===== config.mk =====
export PLATFORM = sky130hd
export DESIGN_NAME = gbsha_fir_ntap
export DESIGN_NICKNAME = d
export VERILOG_FILES = /design/src/rtl/gbsha_fir_pkg.sv /design/src/rtl/gbsha_fir_tap.sv /design/src/rtl/gbsha_fir_ntap.sv
export SDC_FILE = /design/constraint.sdc
export NUM_CORES = 1
export LEC_CHECK = 0
export ABC_CLOCK_PERIOD_IN_PS = 5410
export CAP_MARGIN = 20
export CORE_MARGIN = 2
export CORE_UTILIZATION = 56
export CTS_BUF_LIST = sky130_fd_sc_hd__clkbuf_16
export CTS_CLUSTER_DIAMETER = 150
export DETAILED_ROUTE_END_ITERATION = 6
export GPL_TIMING_DRIVEN = 0
export PLACE_DENSITY = 0.77
export SLEW_MARGIN = 20
export SYNTH_ARGS = -nofsm -noshare
export SYNTH_HDL_FRONTEND = slang
export SYNTH_SLANG_ARGS = --single-unit

===== constraint.sdc =====
create_clock -name clk -period 5.41 [get_ports clk]
set_clock_uncertainty 0.05 [all_clocks]
set_input_delay 1.623 -clock clk [delete_from_list [all_inputs] [get_ports clk]]
set_output_delay 1.623 -clock clk [all_outputs]
set_load 0.01 [all_outputs]

===== src/rtl/gbsha_fir_pkg.sv =====
`default_nettype none
// ============================================================================
//  Module      : gbsha_fir_pkg
//  Description : Shared types and width helpers for the gbsha_fir_ntap FIR
//                core: controller state encoding, accumulator width, load
//                index width and output saturation limits.
//  Ports       : none (package)
//  Revision    : 1.0 - initial release
// ============================================================================
package gbsha_fir_pkg;

    // Controller state: coefficients are loaded first, then samples stream.
    typedef enum logic [0:0] {
        ST_LOAD = 1'b0,
        ST_RUN  = 1'b1
    } fir_state_e;

    // Full-precision accumulator width. The sum of N_TAPS products of two
    // BW_in-bit signed values needs clog2(N_TAPS) growth bits, so it
    // cannot overflow.
    function automatic int bw_acc(input int bw_in, input int n_taps);
        return 2 * bw_in + $clog2(n_taps);
    endfunction

    // Width of the coefficient load index. It is kept at least 1 bit wide
    // so that a single-tap build still has a legal vector.
    function automatic int idx_w(input int n_taps);
        return (n_taps > 1) ? $clog2(n_taps) : 1;
    endfunction

    // Largest value representable in a bw_out-bit signed output.
    function automatic int sat_hi(input int bw_out);
        return (1 << (bw_out - 1)) - 1;
    endfunction

    // Smallest value representable in a bw_out-bit signed output.
    function automatic int sat_lo(input int bw_out);
        return -(1 << (bw_out - 1));
    endfunction

endpackage : gbsha_fir_pkg
`default_nettype wire


===== src/rtl/gbsha_fir_tap.sv =====
`default_nettype none
// ============================================================================
//  Module      : gbsha_fir_tap
//  Description : One FIR tap. It holds a coefficient register and a delay
//                register and contains a signed multiplier. The product uses
//                the tap's incoming sample (d_i), which is the value the delay
//                register takes on this shift. The sum therefore sees the
//                post-shift delay line in the same cycle.
//  Ports       : clk        - clock
//                reset_n    - asynchronous active-low reset
//                clear_i    - clear the delay register (takes priority over shift)
//                coef_we_i  - write coef_i into the coefficient register
//                coef_i     - coefficient word
//                shift_i    - advance the delay line (d_q <= d_i)
//                d_i        - sample arriving from the previous stage
//                d_o        - registered sample, passed to the next stage
//                prod_o     - coef * d_i, full 2*BW_in-bit signed product
//  Revision    : 1.0 - initial release
// ============================================================================
module gbsha_fir_tap #(
    parameter int BW_in = 6
) (
    input  logic                      clk,
    input  logic                      reset_n,
    input  logic                      clear_i,
    input  logic                      coef_we_i,
    input  logic signed [BW_in-1:0]   coef_i,
    input  logic                      shift_i,
    input  logic signed [BW_in-1:0]   d_i,
    output logic signed [BW_in-1:0]   d_o,
    output logic signed [2*BW_in-1:0] prod_o
);

    localparam int c_PW = 2 * BW_in;

    logic signed [BW_in-1:0] coef_q, coef_d;
    logic signed [BW_in-1:0] dly_q,  dly_d;

    always_comb begin
        coef_d = coef_q;
        if (coef_we_i) begin
            coef_d = coef_i;
        end
    end

    always_comb begin
        dly_d = dly_q;
        if (clear_i) begin
            dly_d = '0;
        end else if (shift_i) begin
            dly_d = d_i;
        end
    end

    always_ff @(posedge clk or negedge reset_n) begin
        if (!reset_n) begin
            coef_q <= '0;
            dly_q  <= '0;
        end else begin
            coef_q <= coef_d;
            dly_q  <= dly_d;
        end
    end

    // Sign-extend both operands to the product width so that the multiply
    // is carried out at full precision.
    assign prod_o = c_PW'(coef_q) * c_PW'(d_i);
    assign d_o    = dly_q;

endmodule : gbsha_fir_tap
`default_nettype wire


===== src/rtl/gbsha_fir_ntap.sv =====
`default_nettype none
// ============================================================================
//  Module      : gbsha_fir_ntap
//  Description : Parametrised N-tap direct-form FIR core.
//                After reset, the core loads N_TAPS signed coefficients from
//                x_in, one per valid cycle. The first word goes to the tap
//                that multiplies the newest sample. The core then filters the
//                valid-qualified sample stream with a registered output that
//                has one cycle of latency.
//                A coef_reload request returns the core to the load state and
//                clears the delay line. The old coefficients stay in place
//                until they are overwritten.
//  Config      : GBSHA_FIR_SAT_EN - when defined, the scaled accumulator
//                saturates to the BW_out signed range. When not defined,
//                the output keeps the low BW_out bits (two's-complement wrap).
//  Ports       : clk         - clock, rising edge
//                reset_n     - asynchronous active-low reset
//                x_in        - sample (RUN) or coefficient word (LOAD)
//                in_valid    - qualifies x_in
//                coef_reload - request a return to LOAD
//                y_out       - registered filter output
//                out_valid   - one-cycle pulse when y_out is updated
//                loading     - high while in LOAD
//  Revision    : 1.0 - initial release
// ============================================================================
module gbsha_fir_ntap
    import gbsha_fir_pkg::*;
#(
    parameter int N_TAPS    = 4,
    parameter int BW_in     = 6,
    parameter int BW_out    = 8,
    parameter int OUT_SHIFT = 0
) (
    input  logic                     clk,
    input  logic                     reset_n,
    input  logic signed [BW_in-1:0]  x_in,
    input  logic                     in_valid,
    input  logic                     coef_reload,
    output logic signed [BW_out-1:0] y_out,
    output logic                     out_valid,
    output logic                     loading
);

    localparam int c_BW_ACC = bw_acc(BW_in, N_TAPS);
    localparam int c_IDX_W  = idx_w(N_TAPS);
    localparam int c_PW     = 2 * BW_in;

    localparam logic [c_IDX_W-1:0] c_IDX_LAST = c_IDX_W'(N_TAPS - 1);

    // ------------------------------------------------------------------
    // Controller state
    // ------------------------------------------------------------------
    fir_state_e           state_q, state_d;
    logic [c_IDX_W-1:0]   idx_q,   idx_d;

    logic                 w_load_wr;   // coefficient word accepted this cycle
    logic                 w_shift;     // sample accepted this cycle

    // State register
    always_ff @(posedge clk or negedge reset_n) begin
        if (!reset_n) begin
            state_q <= ST_LOAD;
            idx_q   <= '0;
        end else begin
            state_q <= state_d;
            idx_q   <= idx_d;
        end
    end

    // Next-state logic. A reload overrides everything, including a valid
    // word or sample presented in the same cycle.
    always_comb begin
        state_d = state_q;
        idx_d   = idx_q;
        if (coef_reload) begin
            state_d = ST_LOAD;
            idx_d   = '0;
        end else if (w_load_wr) begin
            if (idx_q == c_IDX_LAST) begin
                state_d = ST_RUN;
                idx_d   = '0;
            end else begin
                idx_d   = idx_q + 1'b1;
            end
        end
    end

    // Output / control decode
    always_comb begin
        loading   = (state_q == ST_LOAD);
        w_load_wr = (state_q == ST_LOAD) && in_valid && !coef_reload;
        w_shift   = (state_q == ST_RUN)  && in_valid && !coef_reload;
    end

    // ------------------------------------------------------------------
    // Tap chain
    // ------------------------------------------------------------------
    logic               [N_TAPS-1:0] w_coef_we;
    logic signed [BW_in-1:0]         w_tap_in [N_TAPS];
    logic signed [BW_in-1:0]         w_dly    [N_TAPS];
    logic signed [c_PW-1:0]          w_prod   [N_TAPS];

    for (genvar k = 0; k < N_TAPS; k++) begin : g_tap
        if (k == 0) begin : g_head
            assign w_tap_in[k] = x_in;
        end else begin : g_chain
            assign w_tap_in[k] = w_dly[k-1];
        end

        assign w_coef_we[k] = w_load_wr && (idx_q == c_IDX_W'(k));

        gbsha_fir_tap #(
            .BW_in     (BW_in)
        ) u_tap (
            .clk       (clk),
            .reset_n   (reset_n),
            .clear_i   (coef_reload),
            .coef_we_i (w_coef_we[k]),
            .coef_i    (x_in),
            .shift_i   (w_shift),
            .d_i       (w_tap_in[k]),
            .d_o       (w_dly[k]),
            .prod_o    (w_prod[k])
        );
    end

    // The oldest sample leaves the line here and nothing reads it.
    logic w_unused_tail;
    assign w_unused_tail = ^w_dly[N_TAPS-1];

    // ------------------------------------------------------------------
    // Accumulate and scale
    // ------------------------------------------------------------------
    logic signed [c_BW_ACC-1:0] w_acc;
    logic signed [c_BW_ACC-1:0] w_scaled;
    logic signed [BW_out-1:0]   w_out;

    always_comb begin
        w_acc = '0;
        for (int k = 0; k < N_TAPS; k++) begin
            w_acc = w_acc + c_BW_ACC'(w_prod[k]);
        end
    end

    assign w_scaled = w_acc >>> OUT_SHIFT;

`ifdef GBSHA_FIR_SAT_EN
    // Clamping is needed only when the output is narrower than the
    // accumulator. Otherwise every scaled value already fits.
    localparam bit c_SAT_NEEDED = (BW_out < c_BW_ACC);
    localparam logic signed [c_BW_ACC-1:0] c_SAT_HI = c_BW_ACC'(sat_hi(BW_out));
    localparam logic signed [c_BW_ACC-1:0] c_SAT_LO = c_BW_ACC'(sat_lo(BW_out));
    localparam logic signed [BW_out-1:0]   c_OUT_MAX = BW_out'(sat_hi(BW_out));
    localparam logic signed [BW_out-1:0]   c_OUT_MIN = BW_out'(sat_lo(BW_out));

    always_comb begin
        w_out = BW_out'(w_scaled);
        if (c_SAT_NEEDED) begin
            if (w_scaled > c_SAT_HI) begin
                w_out = c_OUT_MAX;
            end else if (w_scaled < c_SAT_LO) begin
                w_out = c_OUT_MIN;
            end
        end
    end
`else
    assign w_out = BW_out'(w_scaled);
`endif

    // ------------------------------------------------------------------
    // Output register
    // ------------------------------------------------------------------
    logic signed [BW_out-1:0] y_q, y_d;
    logic                     ov_q, ov_d;

    always_comb begin
        y_d  = w_shift ? w_out : y_q;
        ov_d = w_shift;
    end

    always_ff @(posedge clk or negedge reset_n) begin
        if (!reset_n) begin
            y_q  <= '0;
            ov_q <= 1'b0;
        end else begin
            y_q  <= y_d;
            ov_q <= ov_d;
        end
    end

    assign y_out     = y_q;
    assign out_valid = ov_q;

endmodule : gbsha_fir_ntap
`default_nettype wire

==> impl_metrics.ini <==
[die]
floorplan.rows = 36
ios = 20
core_region_area_um2 = 9774
vertical_die_dimension_um = 104.5
die_width_um = 104.5
start_util_pct = 57.90
fp.dieArea_um2 = 10930

[outcome]
failed_checks = setup timing
run_status = finished with violations

[grt]
grt_util_all_layers_pct = 24.71
grt_overflow = 0
pin_count_of_the_biggest_net_entering_global_routing = 55
initial_antenna_violation_count = 0
grt_first_pass_wirelength_um = 20890
number_of_global_route_vias_before_repair = 4179

[route]
vias = 3766
drcViolationCount = 0
wl_um = 12470
ant_nets = 0
detail_route.vias_per_cell = 5.312
drt_iter0_markers = 163
routed_wire_length_per_instance_um = 17.58
drt_pass1_iterations = 4

[critical_path]
worst_path_most_repeated_cell = sky130_fd_sc_hd__fa_1
endpoint_kind = flip-flop
criticalPathCategory = input pin to flip-flop
cp_max_fo = 5
critPathMaxStageDelay_ns = 0.56
cell_chain_of_the_critical_path = buf_8 -> and2_4 -> fa_1 -> inv_1 -> fa_1 -> fa_1 -> inv_1 -> fa_1 -> fa_1 -> fa_1 -> inv_2 -> fa_1 -> inv_2 -> ha_4 -> a21o_1 -> a21oi_4 -> xnor2_2 -> xnor3_1 -> xnor2_2 -> o21ai_1
timing.critical_path.arrival_ns = 6.95
timing.critical_path.max_delay_family = adder cells
worst_path_max_delay_cell = sky130_fd_sc_hd__fa_1
worst-path-buf-inv = 5
worst_setup_path_start_kind = input pin
worst_ep_required_time_ns = 5.55

[clock_tree]
numCtsBuffers = 5
cts_hold_buffers = 0
worst_skew_pair.late_latency_ns = 0.30
clk_pin_slew_ns = 0.08
cts_tree = done
h-tree-depth = 2
maximum_root_to_sink_buffer_count = 2
clock_tree_root = sky130_fd_sc_hd__clkbuf_16
clkSinkCount = 54

[placed_design]
placement.io_buffers = 17
placement.cell_area_um2 = 6056
gpl.final_weighted_congestion = 0.8949
detailedPlacementHpwl_um = 9793

[final_layout]
multi_input_logic_area_um2 = 3996
layout_net_count = 712
finish.instance_area_um2 = 6397
final_layout_size_suffix_gt1_share_pct = 14.58
antenna-diode-count = 0
fillerInstances = 778
seq_area_um2 = 1351
areaGrowthSynthToFinish_pct = 13.04

[sta]
period_share_pct = 125.9
worstMarginPinSlew_ns = 0.9791
fin_ws_ns = -1.400
timing.final.setup_violations = 4
max_slew_violation_count = 0
timing.slew.headroom_pct = 34.73
fmax_ghz = 0.1468
rsz0062_at_grt = true
totalNegativeSetupSlack_ns = -3.475
worst_hold_slack_across_all_endpoints_ns = 0.4282
finalHoldViolCount = 0
finalCriticalPeriod_ns = 6.810

[yosys]
synth_top_area_share_pct = 27.24
syn_area_per_cell_um2 = 10.52
yosys_warnings = 0
post_synth_num_cell_types = 29
post-synth-top-area-cell = sky130_fd_sc_hd__fa_1
synth.net_count = 675
synth_seq_area_share_pct = 23.88
netlist_area_um2 = 5659
post_synth_inst_count = 538
synth_top_cells_by_area = sky130_fd_sc_hd__fa_1, sky130_fd_sc_hd__dfrtp_1, sky130_fd_sc_hd__ha_1
synth_seq_cells = 54

[pwr]
powerDensity_nw_per_um2 = 309.6
leakagePower_nw = 2.997
power.ir.vdd_worst_v = 0.0002488

[run]
maxCapViolations = 0

[worst_hold_path]
min_path_type = flip-flop to flip-flop
power breakdown:
part           internal, mW  leakage [nW]  switching (mW)
Sequential            0.465         0.716          0.0948
Combinational         0.536          2.20           0.508
Clock                 0.219        0.0818           0.159
metrics by stage:
| stage | utilization [%] | cells | total power [mW] | worst slack, ns |
|---|---|---|---|---|
| detailed placement | 61.96 | 688 | 1.438 | -2.347 |
| global placement | 61.98 | 688 | 1.392 | -2.275 |
| global route | 65.45 | 709 | 2.123 | -1.559 |
| finish | 65.45 | 709 | 1.981 | -1.400 |
| CTS | 65.39 | 711 | 1.910 | -1.506 |
| floorplan | - | 538 | 1.180 | -1.292 |
cell type report:
type | instances | area share (%)
buffer | 16 | 1.134
clock buffer | 5 | 1.956
clock inverter | 3 | 0.6650
inverter | 91 | 5.339
multi-input combinational | 374 | 62.47
sequential | 54 | 21.12
tap | 133 | 2.601
timing repair buffer | 33 | 4.713
kinds of logic (layout without fill, tap and decap cells):
group	after synthesis	count (layout)	synth area share [%]
and+or+nand+nor	146	146	13.11
muxes	25	25	4.952
xor gates and xnor gates	47	47	8.424
AOI/OAI and AO/OA	29	29	3.891
adders and majority gates	127	127	38.29
DFF	54	54	23.88
buffers and inverters	110	148	7.451
path summary, 6_finish.rpt:
kind	startpoint	endpoint	slack, ns	depth (start not counted)
hold / removal	y_out[2]	y_out[2]	0.43	2
min in group asynchronous	reset_n	y_out[4]	1.31	1
hold reg to reg	y_out[2]	y_out[2]	0.43	2
setup reg to reg	g_tap[1].u_tap.d_o[0]	y_out[7]	-0.78	20
setup / recovery	x_in[1]	y_out[7]	-1.40	20
max in group asynchronous	reset_n	g_tap[1].u_tap.coef_q[4]	3.49	1
synthesized netlist by cell type (all sizes together):
library cell / count
inv: 91
fa: 77
nand2: 67
and2: 62
dfrtp: 54
ha: 50
xnor2: 37
mux2: 24
a22o: 18
clkbuf: 14
nand2b: 7
xor2: 6
buf: 5
a21oi: 4
nor2: 4
nor2b: 4
o21ai: 4
a21o: 2
xnor3: 2
xor3: 2
mux2i: 1
nand3b: 1
nor3: 1
o21bai: 1
sequential cells by signal, summed over array words and instances, names as in the netlist:
| name | flops |
|---|---|
| g_tap.u_tap.d_o | 18 |
| state_q | 1 |
| y_out | 8 |
| g_tap.u_tap.coef_q | 24 |
| out_valid | 1 |
| idx_q | 2 |
cells in the final DEF (no fill, tap or decap), types with 5 or more instances in the layout:
cell type                         count
sky130_fd_sc_hd__xnor2_1             34
sky130_fd_sc_hd__a22o_1              18
sky130_fd_sc_hd__and2_4               6
sky130_fd_sc_hd__nand2b_1             7
sky130_fd_sc_hd__dfrtp_1             54
sky130_fd_sc_hd__mux2_2              24
sky130_fd_sc_hd__ha_1                46
sky130_fd_sc_hd__clkbuf_16            5
sky130_fd_sc_hd__nand2_1             67
sky130_fd_sc_hd__buf_4               16
sky130_fd_sc_hd__inv_1               87
sky130_fd_sc_hd__fa_1                74
sky130_fd_sc_hd__xor2_1               6
sky130_fd_sc_hd__clkbuf_1            10
sky130_fd_sc_hd__buf_2                5
sky130_fd_sc_hd__clkdlybuf4s50_1     12
sky130_fd_sc_hd__and2_1              53
repair_timing:
action | CTS | global route
pin swaps | 18 | 16
setup buffers | 15 | 1
resized for setup | 28 | 14
hold endpoints to repair | 0 | 0
endpoints found under the setup margin | 5 | 5
worst register-to-register path: stages (launching register included):
cell                       delay (ns)
sky130_fd_sc_hd__dfrtp_1         0.37
sky130_fd_sc_hd__clkbuf_1        0.23
sky130_fd_sc_hd__and2_1          0.25
sky130_fd_sc_hd__fa_1            0.53
sky130_fd_sc_hd__inv_1           0.05
sky130_fd_sc_hd__fa_1            0.49
sky130_fd_sc_hd__inv_1           0.06
sky130_fd_sc_hd__fa_1            0.48
sky130_fd_sc_hd__fa_1            0.58
sky130_fd_sc_hd__fa_1            0.45
sky130_fd_sc_hd__fa_1            0.56
sky130_fd_sc_hd__inv_2           0.04
sky130_fd_sc_hd__fa_2            0.55
sky130_fd_sc_hd__fa_2            0.22
sky130_fd_sc_hd__inv_1           0.05
sky130_fd_sc_hd__a21o_1          0.20
sky130_fd_sc_hd__a21oi_4         0.19
sky130_fd_sc_hd__xnor2_2         0.13
sky130_fd_sc_hd__xnor3_1         0.27
sky130_fd_sc_hd__xnor2_2         0.23
sky130_fd_sc_hd__o21ai_1         0.10
routing by layer:
metal  wire, um  GRT usage (%)  share of wire, %
met1       4894          30.80                39
met2       6528          43.51                52
met3        695          4.073               5.6
met4        347          8.494               2.8
met5          0              0                 0
(Power assumes the default switching activity.)
